**src/rtl/mem_arbiter.sv**
```systemverilog
// mem_arbiter: shares one RAM port among the instruction and data requests of
// CPUS cores. Cores are served round-robin, and a core's data request beats its
// own instruction request. The block also holds the per-core LL/SC link
// registers, resolves SC success/failure, and kills links on conflicting stores.
module mem_arbiter #(
    parameter int CPUS   = 2,
    parameter int WORD_W = 32
) (
    input  logic                   CLK,
    input  logic                   RST,
    input  logic [CPUS-1:0]        iREN,
    input  logic [CPUS*WORD_W-1:0] iaddr,
    output logic [CPUS-1:0]        iwait,
    output logic [WORD_W-1:0]      iload,
    input  logic [CPUS-1:0]        dREN,
    input  logic [CPUS-1:0]        dWEN,
    input  logic [CPUS-1:0]        datomic,
    input  logic [CPUS*WORD_W-1:0] daddr,
    input  logic [CPUS*WORD_W-1:0] dstore,
    output logic [CPUS-1:0]        dwait,
    output logic [WORD_W-1:0]      dload,
    output logic                   ramREN,
    output logic                   ramWEN,
    output logic [WORD_W-1:0]      ramaddr,
    output logic [WORD_W-1:0]      ramstore,
    input  logic [WORD_W-1:0]      ramload,
    input  logic                   ramready
);

    localparam int IDX_W = $clog2(CPUS);

    typedef enum logic [1:0] {IDLE, ACCESS, RESP} state_e;
    typedef enum logic [2:0] {REQ_I, REQ_DR, REQ_DW, REQ_LL, REQ_SC} req_e;

    state_e             state_q, state_d;
    logic [IDX_W-1:0]   rr_ptr_q, rr_ptr_d;
    logic [IDX_W-1:0]   gnt_q, gnt_d;
    req_e               type_q, type_d;
    logic [WORD_W-1:0]  addr_q, addr_d;
    logic [WORD_W-1:0]  store_q, store_d;
    logic [WORD_W-1:0]  data_q, data_d;
    logic [CPUS-1:0]    link_valid_q, link_valid_d;
    logic [WORD_W-1:0]  link_addr_q [CPUS];
    logic [WORD_W-1:0]  link_addr_d [CPUS];

    // Per-core views of the flattened address/data buses.
    logic [WORD_W-1:0]  iaddr_a  [CPUS];
    logic [WORD_W-1:0]  daddr_a  [CPUS];
    logic [WORD_W-1:0]  dstore_a [CPUS];

    logic [IDX_W-1:0]   cand;
    logic [IDX_W-1:0]   pick;
    logic               found;
    req_e               pick_type;
    logic [WORD_W-1:0]  pick_addr;
    logic               pick_sc_ok;

    // Unpack the flattened per-core buses into arrays.
    always_comb begin
        for (int k = 0; k < CPUS; k++) begin
            iaddr_a[k]  = iaddr[k*WORD_W +: WORD_W];
            daddr_a[k]  = daddr[k*WORD_W +: WORD_W];
            dstore_a[k] = dstore[k*WORD_W +: WORD_W];
        end
    end

    // Round-robin search: the first requesting core after the last grant.
    always_comb begin
        found = 1'b0;
        pick  = '0;
        cand  = '0;
        for (int i = 1; i <= CPUS; i++) begin
            cand = IDX_W'((int'(rr_ptr_q) + i) % CPUS);
            if (!found && (dREN[cand] || dWEN[cand] || iREN[cand])) begin
                found = 1'b1;
                pick  = cand;
            end
        end
    end

    // Classify the picked core's request; a write wins over a read.
    always_comb begin
        pick_type = REQ_I;
        pick_addr = iaddr_a[pick];
        if (dWEN[pick]) begin
            pick_type = datomic[pick] ? REQ_SC : REQ_DW;
            pick_addr = daddr_a[pick];
        end else if (dREN[pick]) begin
            pick_type = datomic[pick] ? REQ_LL : REQ_DR;
            pick_addr = daddr_a[pick];
        end
    end

    assign pick_sc_ok = link_valid_q[pick] && (link_addr_q[pick] == daddr_a[pick]);

    // Next-state logic for the grant FSM and the link registers.
    always_comb begin
        // NOTE: every signal gets a default before the case, so no path can
        // leave one unassigned and infer a latch.
        state_d      = state_q;
        rr_ptr_d     = rr_ptr_q;
        gnt_d        = gnt_q;
        type_d       = type_q;
        addr_d       = addr_q;
        store_d      = store_q;
        data_d       = data_q;
        link_valid_d = link_valid_q;
        link_addr_d  = link_addr_q;

        case (state_q)
            IDLE: begin
                if (found) begin
                    gnt_d    = pick;
                    rr_ptr_d = pick;
                    type_d   = pick_type;
                    addr_d   = pick_addr;
                    store_d  = dstore_a[pick];
                    if ((pick_type == REQ_SC) && !pick_sc_ok) begin
                        // A failed SC never reaches the RAM.
                        data_d  = '0;
                        state_d = RESP;
                    end else begin
                        state_d = ACCESS;
                    end
                end
            end
            ACCESS: begin
                if (ramready) begin
                    state_d = RESP;
                    case (type_q)
                        REQ_I, REQ_DR: data_d = ramload;
                        REQ_LL: begin
                            data_d              = ramload;
                            link_valid_d[gnt_q] = 1'b1;
                            link_addr_d[gnt_q]  = addr_q;
                        end
                        REQ_DW, REQ_SC: begin
                            // Any store kills other cores' links on this address.
                            for (int k = 0; k < CPUS; k++) begin
                                if ((IDX_W'(k) != gnt_q) && (link_addr_q[k] == addr_q))
                                    link_valid_d[k] = 1'b0;
                            end
                            // Only SC in ACCESS is a successful one.
                            if (type_q == REQ_SC) begin
                                link_valid_d[gnt_q] = 1'b0;
                                data_d              = WORD_W'(1);
                            end
                        end
                        default: ;
                    endcase
                end
            end
            RESP:    state_d = IDLE;
            default: state_d = IDLE;
        endcase
    end

    // RAM drive during ACCESS and the one-cycle wait release during RESP.
    always_comb begin
        iwait    = '1;
        dwait    = '1;
        ramREN   = 1'b0;
        ramWEN   = 1'b0;
        ramaddr  = '0;
        ramstore = '0;
        if (state_q == ACCESS) begin
            ramaddr  = addr_q;
            ramstore = store_q;
            ramREN   = (type_q == REQ_I) || (type_q == REQ_DR) || (type_q == REQ_LL);
            ramWEN   = (type_q == REQ_DW) || (type_q == REQ_SC);
        end else if (state_q == RESP) begin
            if (type_q == REQ_I) iwait[gnt_q] = 1'b0;
            else                 dwait[gnt_q] = 1'b0;
        end
    end

    assign iload = data_q;
    assign dload = data_q;

    // Control and datapath registers with synchronous reset.
    always_ff @(posedge CLK) begin
        // NOTE: non-blocking assignments so every register samples the
        // pre-edge value of every other register.
        if (RST) begin
            state_q      <= IDLE;
            rr_ptr_q     <= IDX_W'(CPUS - 1);
            gnt_q        <= '0;
            type_q       <= REQ_I;
            addr_q       <= '0;
            store_q      <= '0;
            data_q       <= '0;
            link_valid_q <= '0;
        end else begin
            state_q      <= state_d;
            rr_ptr_q     <= rr_ptr_d;
            gnt_q        <= gnt_d;
            type_q       <= type_d;
            addr_q       <= addr_d;
            store_q      <= store_d;
            data_q       <= data_d;
            link_valid_q <= link_valid_d;
        end
    end

    // Link address storage.
    always_ff @(posedge CLK) begin
        // NOTE: link addresses are not reset; they are qualified by
        // link_valid_q, which is.
        link_addr_q <= link_addr_d;
    end

endmodule

```
**config.mk**
```make
export PLATFORM = sky130hd
export DESIGN_NAME = mem_arbiter
export DESIGN_NICKNAME = d
export VERILOG_FILES = /design/src/rtl/mem_arbiter.sv
export SDC_FILE = /design/constraint.sdc
export NUM_CORES = 1
export LEC_CHECK = 0
export CAP_MARGIN = 20
export CORE_AREA = 2 2 148 150
export DETAILED_ROUTE_END_ITERATION = 10
export DIE_AREA = 0 0 150 152
export PLACE_DENSITY = 0.8
export SETUP_SLACK_MARGIN = 0.3
export SLEW_MARGIN = 20
export SYNTH_ARGS = -nofsm -noshare
export SYNTH_HDL_FRONTEND = slang
export SYNTH_SLANG_ARGS = --single-unit
```
**constraint.sdc**
```tcl
create_clock -name CLK -period 4.75 [get_ports CLK]
set_input_delay 1.425 -clock CLK [delete_from_list [all_inputs] [get_ports CLK]]
set_output_delay 1.425 -clock CLK [all_outputs]
set_load 0.01 [all_outputs]
```
==> summary.md, run 1 <==
| Metric | Value |
|---|---|
| Status | complete, no violations |
| Post-route ant nets | 0 |
| Worst-path clk slew | 60 ps |
| Slew Limit Fails | 0 |
| CP max stage delay | 530 ps |
| Mapped Nets | 1290 |
| Final Net Count | 1598 |
| Global-route wire length before repair | approximately 50000 um |
| Routability cong. | around 1 |
| Drt drc | 0 |
| Area grow syn2layout | 47.2% |
| Num CTS Buffers | 17 |
| CP cell instances | clkdlybuf4s50_1 > o31a_1 > nor2_4 > buf_4 > nand4_1 > a221oi_4 > o21ai_4 > o21ai_1 |
| Vias in the first global route | 8774 |
| Total Power | about 4.6 mW |
| Finished Cell Area | approximately 14000 um^2 |
| Worst hold path class | reg -> reg |
| Fin util | between 60 and 70% |
| Clk_lat worst skew | 430 ps |
| CP delay by family, top | compound AO/OA/AOI/OAI gates |
| Post-Route Setup TNS | 0 ps |
| Site row count | between 50 and 60 |
| Share of layout cells above drive strength 1 | about 5% |
| Drt pass-1 iters | 5 |
| Routed vias/inst | 5.53 |
| Core footprint | roughly 21000 um^2 |
| CTS H-tree depth | 4 |
| Worst-Margin Slew | 855 ps |
| Final WL | 32900 um |
| Power per cell area | around 340 nW/um^2 |
| Maxcap violations | 0 |
| Worst EP required | 5100 ps |
| Post-place setup slack | 372 ps |
| Fmax | 252 MHz |
| RSZ-0062 raised after global routing | no |
| CTS tree | done |
| Initial DRC count | between 700 and 800 |
| Root buf cell | clkbuf_16 |
| Fillers | 1833 |
| Fin cells | ~1700 |
| Final setup margin | about 780 ps |
| Primary FF master, synth | dfxtp_1 |
| Die height | between 150 and 200 um |
| Avg Cell Area, Syn | 8.72 um^2 |
| Initial antenna violation count | 1 |
| Pleak | approximately 4.8 nW |
| CTS max path bufs | 2 |
| Input/output buffers | 368 |
| Post-synth EDFFs | 64 |
| Starting Density | 43.1% |
| Mapped Cells | 1055 |
| Peak VDD IR | 0.000234 V |
| CP Launch Type | primary input |
| Final hold vios | 0 |
| # hold bufs at CTS | 0 |
| Post-DP Area | between 10000 and 15000 um^2 |
| Crit path buf inv count | 2 |
| Die width | 150 um |
| Sink Count | 169 |
| Crit path DAT | ~4300 ps |
| Slowest cell on the critical path | clkdlybuf4s50_1 |
| Switching share of power | around a third |
| Power share of the sequential group | 40.4% |
| IO Pins | around 370 |
| Hold WS | 474 ps |
| DPL Wire Length | 24900 um |
| Dpl cells | 1624 |
| Tcrit/Tclk final | 83.6% |
| Reg-to-reg critical path startpoint | rr_ptr_q$_SDFFE_PP1P_ |
| Grt ovf | 0 |
| Ys async rst share | 0% |
| Worst-path fanout max | 42 |
| Clock share of power | 29.1% |
| Synth warn | 0 |
| Seq/Total Area, Yosys | 43.8% |
| Min Tclk post-route | 3970 ps |
| Distinct cells, synth | 46 |
| Comb pwr share | approximately 30% |
| Psw | between 1.5 and 2 mW |
| Clock Skews | approximately 9.3 ps |
| Synthesized area | ~9000 um^2 |
| Postcts setup bufs | 0 |
| Setup crit end kind | register |
| Hold_sp | dload[22]$_SDFFE_PP0P_ |
| Total GRT Usage | approximately 28% |
| Crit Path Category | in -> reg |
| DR WL/cell | 19.8 um |
| Slew headroom | between 40 and 50% |
| CP Launch Point | dWEN[0] |
| Post-cts resize count | 0 |
| Via count | 9168 |
| Die area | 22800 um^2 |
| FF+latch count, synth | 169 |
| Int Power | slightly above 3 mW |
| Largest net degree at the start of global routing | 66 |
| Setup violators final | 0 |
==> worst reg2reg max path, delay by kind of cell (launching register included) <==
kind	cells	cell delay, ps
compound gates	4	1340
simple gates	2	470
flops	1	400
buf+inv	1	360
==> layout make-up <==
type                       instances  area, um^2  area share (%)
clock inverter                    13         106           0.786
tap                              280         350            2.59
antenna                            1        2.50          0.0185
multi-input combinational        734        4550            33.6
clock buffer                      19         443            3.27
timing repair buffer             389        3860            28.5
inverter                          52         195            1.44
sequential                       169        4020            29.7
==> final timing paths <==
| check | slack (ps) | end | depth (start not counted) |
|---|---|---|---|
| max | 780 | dload[11]$_SDFFE_PP0P_ | 8 |
| min | 470 | dload[22]$_SDFFE_PP0P_ | 2 |
| max reg2reg | 2110 | dload[11]$_SDFFE_PP0P_ | 7 |
| min reg2reg | 470 | dload[22]$_SDFFE_PP0P_ | 2 |
==> flip-flops by register name, summed over array words and instances (netlist names) <==
| name | count |
|---|---|
| gnt_q | 1 |
| link_valid_q | 2 |
| dload | 32 |
| type_q | 3 |
| rr_ptr_q | 1 |
| link_addr_q | 64 |
| state_q | 2 |
| store_q | 32 |
| addr_q | 32 |
==> cell usage in the layout (no fill, tap or decap), types with 48 or more instances in the layout <==
| master | n |
|---|---|
| nor2_1 | 73 |
| a311oi_1 | 65 |
| dfxtp_1 | 105 |
| xnor2_1 | 60 |
| edfxtp_1 | 64 |
| inv_1 | 52 |
| xor2_1 | 48 |
| nand2_1 | 144 |
| and2_1 | 84 |
| clkdlybuf4s50_1 | 367 |
==> cells in the mapped netlist, types with 2 or more instances <==
| master | instances | share of area [%] |
|---|---|---|
| o22ai_1 | 7 | 0.48 |
| nor3_1 | 12 | 0.65 |
| nor2_1 | 74 | 3.0 |
| buf_4 | 32 | 2.6 |
| clkbuf_1 | 56 | 2.3 |
| a211oi_1 | 36 | 2.9 |
| a21oi_1 | 39 | 2.1 |
| a221oi_1 | 2 | 0.19 |
| and2_1 | 84 | 5.7 |
| a2111o_1 | 3 | 0.37 |
| xor2_1 | 48 | 4.6 |
| nand4_1 | 19 | 1.3 |
| buf_1 | 6 | 0.24 |
| a211o_1 | 2 | 0.19 |
| o21ai_1 | 28 | 1.5 |
| o21ai_0 | 6 | 0.33 |
| xnor2_1 | 60 | 5.7 |
| nor4_1 | 17 | 1.2 |
| o22ai_2 | 2 | 0.27 |
| dfxtp_1 | 105 | 23 |
| nor3b_1 | 3 | 0.24 |
| o2111ai_1 | 2 | 0.19 |
| nand3_1 | 30 | 1.6 |
| and2_0 | 12 | 0.82 |
| inv_1 | 52 | 2.1 |
| o211ai_1 | 2 | 0.16 |
| a311oi_1 | 65 | 6.2 |
| or3_1 | 2 | 0.14 |
| nor2b_1 | 13 | 0.88 |
| nand2b_1 | 8 | 0.54 |
| nand2_1 | 144 | 5.9 |
| buf_2 | 6 | 0.33 |
| a31oi_1 | 2 | 0.14 |
| edfxtp_1 | 64 | 21 |
==> power groups by stage <==
stage / Clock [mW] / Combinational (mW) / Sequential [mW]
CTS: 1.33 / 1.39 / 1.85
global placement: 0 / 1.36 / 1.87
global route: 1.40 / 1.52 / 1.87
detailed placement: 0 / 1.39 / 1.88
finish: 1.33 / 1.40 / 1.85
floorplan: 0 / 0.794 / 1.81
==> metal layers <==
layer	up-vias	part of all wire, %	track usage (%)
met2	527	49	46.7
met1	4309	39	35.8
met4	0	3.6	11.5
met3	75	8.7	5.11
li1	4257	-	-
met5	-	0	0
==> logic make-up (layout without fill, tap and decap cells) <==
logic type / count (synthesis) / in the layout / synth area share [%]
compound gates: 203 / 203 / 15.9
other cells: 0 / 1 / 0
mux: 1 / 1 / 0.109
flops: 169 / 169 / 43.8
xor+xnor: 108 / 108 / 10.3
simple gates: 422 / 422 / 22.3
buf+inv: 152 / 473 / 7.59
Note: power is estimated with default switching activity, not from simulation.
==> run 2: changes to the inputs <==
==> constraint.sdc (replaced) <==
create_clock -name CLK -period 4 [get_ports CLK]
set_input_delay 1.2 -clock CLK [delete_from_list [all_inputs] [get_ports CLK]]
set_output_delay 1.2 -clock CLK [all_outputs]
set_load 0.01 [all_outputs]
==> summary.md, run 2 (synthesized netlist as in run 1, its figures left out) <==
| Metric | Value |
|---|---|
| Status | complete, no violations |
| Final WL | 33400 um (+1.5%) |
| Max reg flops | 64 (unchanged) |
| Die area | 22800 um^2 (unchanged) |
| Drt pass-1 iters | 5 (unchanged) |
| Die width | 150 um (unchanged) |
| Input/output buffers | 368 (unchanged) |
| Clock Skews | 14.9 ps (+5.59 ps) |
| Worst-path clk slew | 70 ps (about the same) |
| # hold bufs at CTS | 0 (unchanged) |
| Starting Density | 43.1% (unchanged) |
| Min Tclk post-route | 3440 ps |
| Final Net Count | 1606 (+0.50%) |
| Area of the multi-input gates | 4540 um^2 (-0.16%) |
| Area grow syn2layout | 48.8% |
| Global-route wire length before repair | 49500 um (-0.13%) |
| Fillers | 1837 (+0.22%) |
| Initial DRC count | 756 (-2.3%) |
| Final setup margin | 562 ps (-216 ps) |
| CP Launch Type | register |
| Post-route ant nets | 0 (unchanged) |
| Largest Register | link_addr_q |
| CTS H-tree depth | 4 (unchanged) |
| Setup crit end kind | primary output |
| RSZ-0062 raised after global routing | no |
| DR WL/cell | 20.0 um (+0.94%) |
| IO Pins | 369 (unchanged) |
| Vias in the first global route | 8636 (-1.6%) |
| Die height | 152 um (unchanged) |
| Total GRT Usage | 28.2% (+0.15 points) |
| Dpl cells | 1632 (+0.49%) |
| Postcts setup bufs | 0 (unchanged) |
| Sink Count | 169 (unchanged) |
| Slew headroom | 52.5% (+9.7 points) |
| Tcrit/Tclk final | 86.0% |
| Site row count | 54 (unchanged) |
| Peak VDD IR | 0.000334 V (+43%) |
| Grt ovf | 0 (unchanged) |
| Fmax | 291 MHz |
| Most common cell after layout, fill and taps aside | clkdlybuf4s50_1 |
| Most frequent cells in the layout | clkdlybuf4s50_1 (367), nand2_1 (144), dfxtp_1 (105) |
| Crit path DAT | 2240 ps (-2080 ps) |
| Routability cong. | 0.976 (-0.22%) |
| Post-DP Area | 13100 um^2 (+0.69%) |
| Routed vias/inst | 5.54 (about the same) |
| Post-cts resize count | 0 (unchanged) |
| Worst-path fanout max | 41 (-2.4%) |
| Met1 GRT Util | 35.5% (-0.35 points) |
| Root buf cell | clkbuf_16 |
| Largest net degree at the start of global routing | 69 (+4.5%) |
| Clk_lat worst skew | 420 ps (about the same) |
| Pleak | 4.87 nW (+1.6%) |
| Post-place setup slack | 184 ps (-188 ps) |
| Setup violators final | 0 (unchanged) |
| Crit Path Category | reg -> out |
| Slew Limit Fails | 0 (unchanged) |
| Most Crowded Layer GR | met2 |
| Initial antenna violation count | 3 (+2) |
| CTS tree | done |
| M2 GR Usage | 47.3% (+0.52 points) |
| Num CTS Buffers | 17 (unchanged) |
| Final hold vios | 0 (unchanged) |
| Power per cell area | 410 nW/um^2 (+21%) |
| Maxcap violations | 0 (unchanged) |
| Share of layout cells above drive strength 1 | 5.49% (+0.48 points) |
| Worst hold path class | reg -> reg |
| DPL Wire Length | 25300 um (+1.7%) |
| Via count | 9224 (+0.61%) |
| Worst EP required | 2800 ps (-2300 ps) |
| Worst-Margin Slew | 712 ps (-143 ps) |
| Drt drc | 0 (unchanged) |
| Fin cells | 1666 (+0.54%) |
| Flip-flop and latch area | 4020 um^2 (unchanged) |
| CTS max path bufs | 2 (unchanged) |
| GR Util met3 | 6.13% (+1.0 points) |
| Finished Cell Area | 13700 um^2 (+1.1%) |
| Post-Route Setup TNS | 0 ps (unchanged) |
| Core footprint | 21400 um^2 (unchanged) |
[run 2: changes by cell type in the layout (fill, tap and decap cells not counted), moves of 2 or more]
cell,change
buf_12,+3
inv_4,-3
bufinv_16,+2
buf_4,+5
clkinv_8,+2
[run 2: layer usage]
metal  up-vias  routed length [um]
li1       4283                   -
met1      4387               12900
met2       493               16400
met3        61                2960
met4         0                1030
met5         -                   0
[run 2: where the power goes]
part	leakage [nW]	switching [mW]	internal (mW)	total [mW]
clock network	0.295	0.763	0.952	1.71
logic	3.13	0.908	0.804	1.71
registers	1.45	0.207	1.98	2.19
total	4.87	1.88	3.74	5.62
[run 2: cell type report]
cell class              instances  share of cell area (%)
multi-input cells             734                    33.2
clock buffers                  18                    3.14
flip-flops and latches        169                    29.4
well taps                     280                    2.56
inverters                      52                    1.43
diodes                          2                  0.0366
clock inverters                14                    1.33
repair buffers                397                    28.9
[run 2: path summary, 6_finish.rpt]
path	start	endpoint	slack, ps	cells after the start
setup / recovery	state_q[1]$_SDFFE_PP0P_	ramstore[27]	560	4
hold / removal	dload[11]$_SDFFE_PP0P_	dload[11]$_SDFFE_PP0P_	470	2
setup reg to reg	link_addr_q[18]$_DFFE_PP_	dload[0]$_SDFFE_PP0P_	1510	7
hold reg to reg	dload[11]$_SDFFE_PP0P_	dload[11]$_SDFFE_PP0P_	470	2
[run 2: critical path, stage by stage (launching register included)]
cell	delay (ps)
dfxtp_1	430
nor2b_4	390
buf_12	260
and2_1	150
clkdlybuf4s50_1	570
[run 2: through the flow]
step / hold slack, ps / utilization (%) / power [mW]
after detailed placement: 463 / 61.2 / 3.92
after global routing: 487 / 64.1 / 5.85
after CTS: 474 / 64.1 / 5.62
after global placement: 456 / 61.2 / 3.87
after floorplan: 461 / - / 3.09
final: 468 / 64.1 / 5.62
==> run 3: changes to the inputs <==
--- a/config.mk
+++ b/config.mk
@@ -5,13 +5,13 @@
 export SDC_FILE = /design/constraint.sdc
 export NUM_CORES = 1
 export LEC_CHECK = 0
-export CAP_MARGIN = 20
+export ABC_CLOCK_PERIOD_IN_PS = 4000
+export CAP_MARGIN = 15
 export CORE_AREA = 2 2 148 150
 export DETAILED_ROUTE_END_ITERATION = 10
 export DIE_AREA = 0 0 150 152
 export PLACE_DENSITY = 0.8
 export SETUP_SLACK_MARGIN = 0.3
-export SLEW_MARGIN = 20
 export SYNTH_ARGS = -nofsm -noshare
 export SYNTH_HDL_FRONTEND = slang
 export SYNTH_SLANG_ARGS = --single-unit
==> results of run 3 <==
Same layout as run 2: the final DEF is identical, and so are final timing and power.
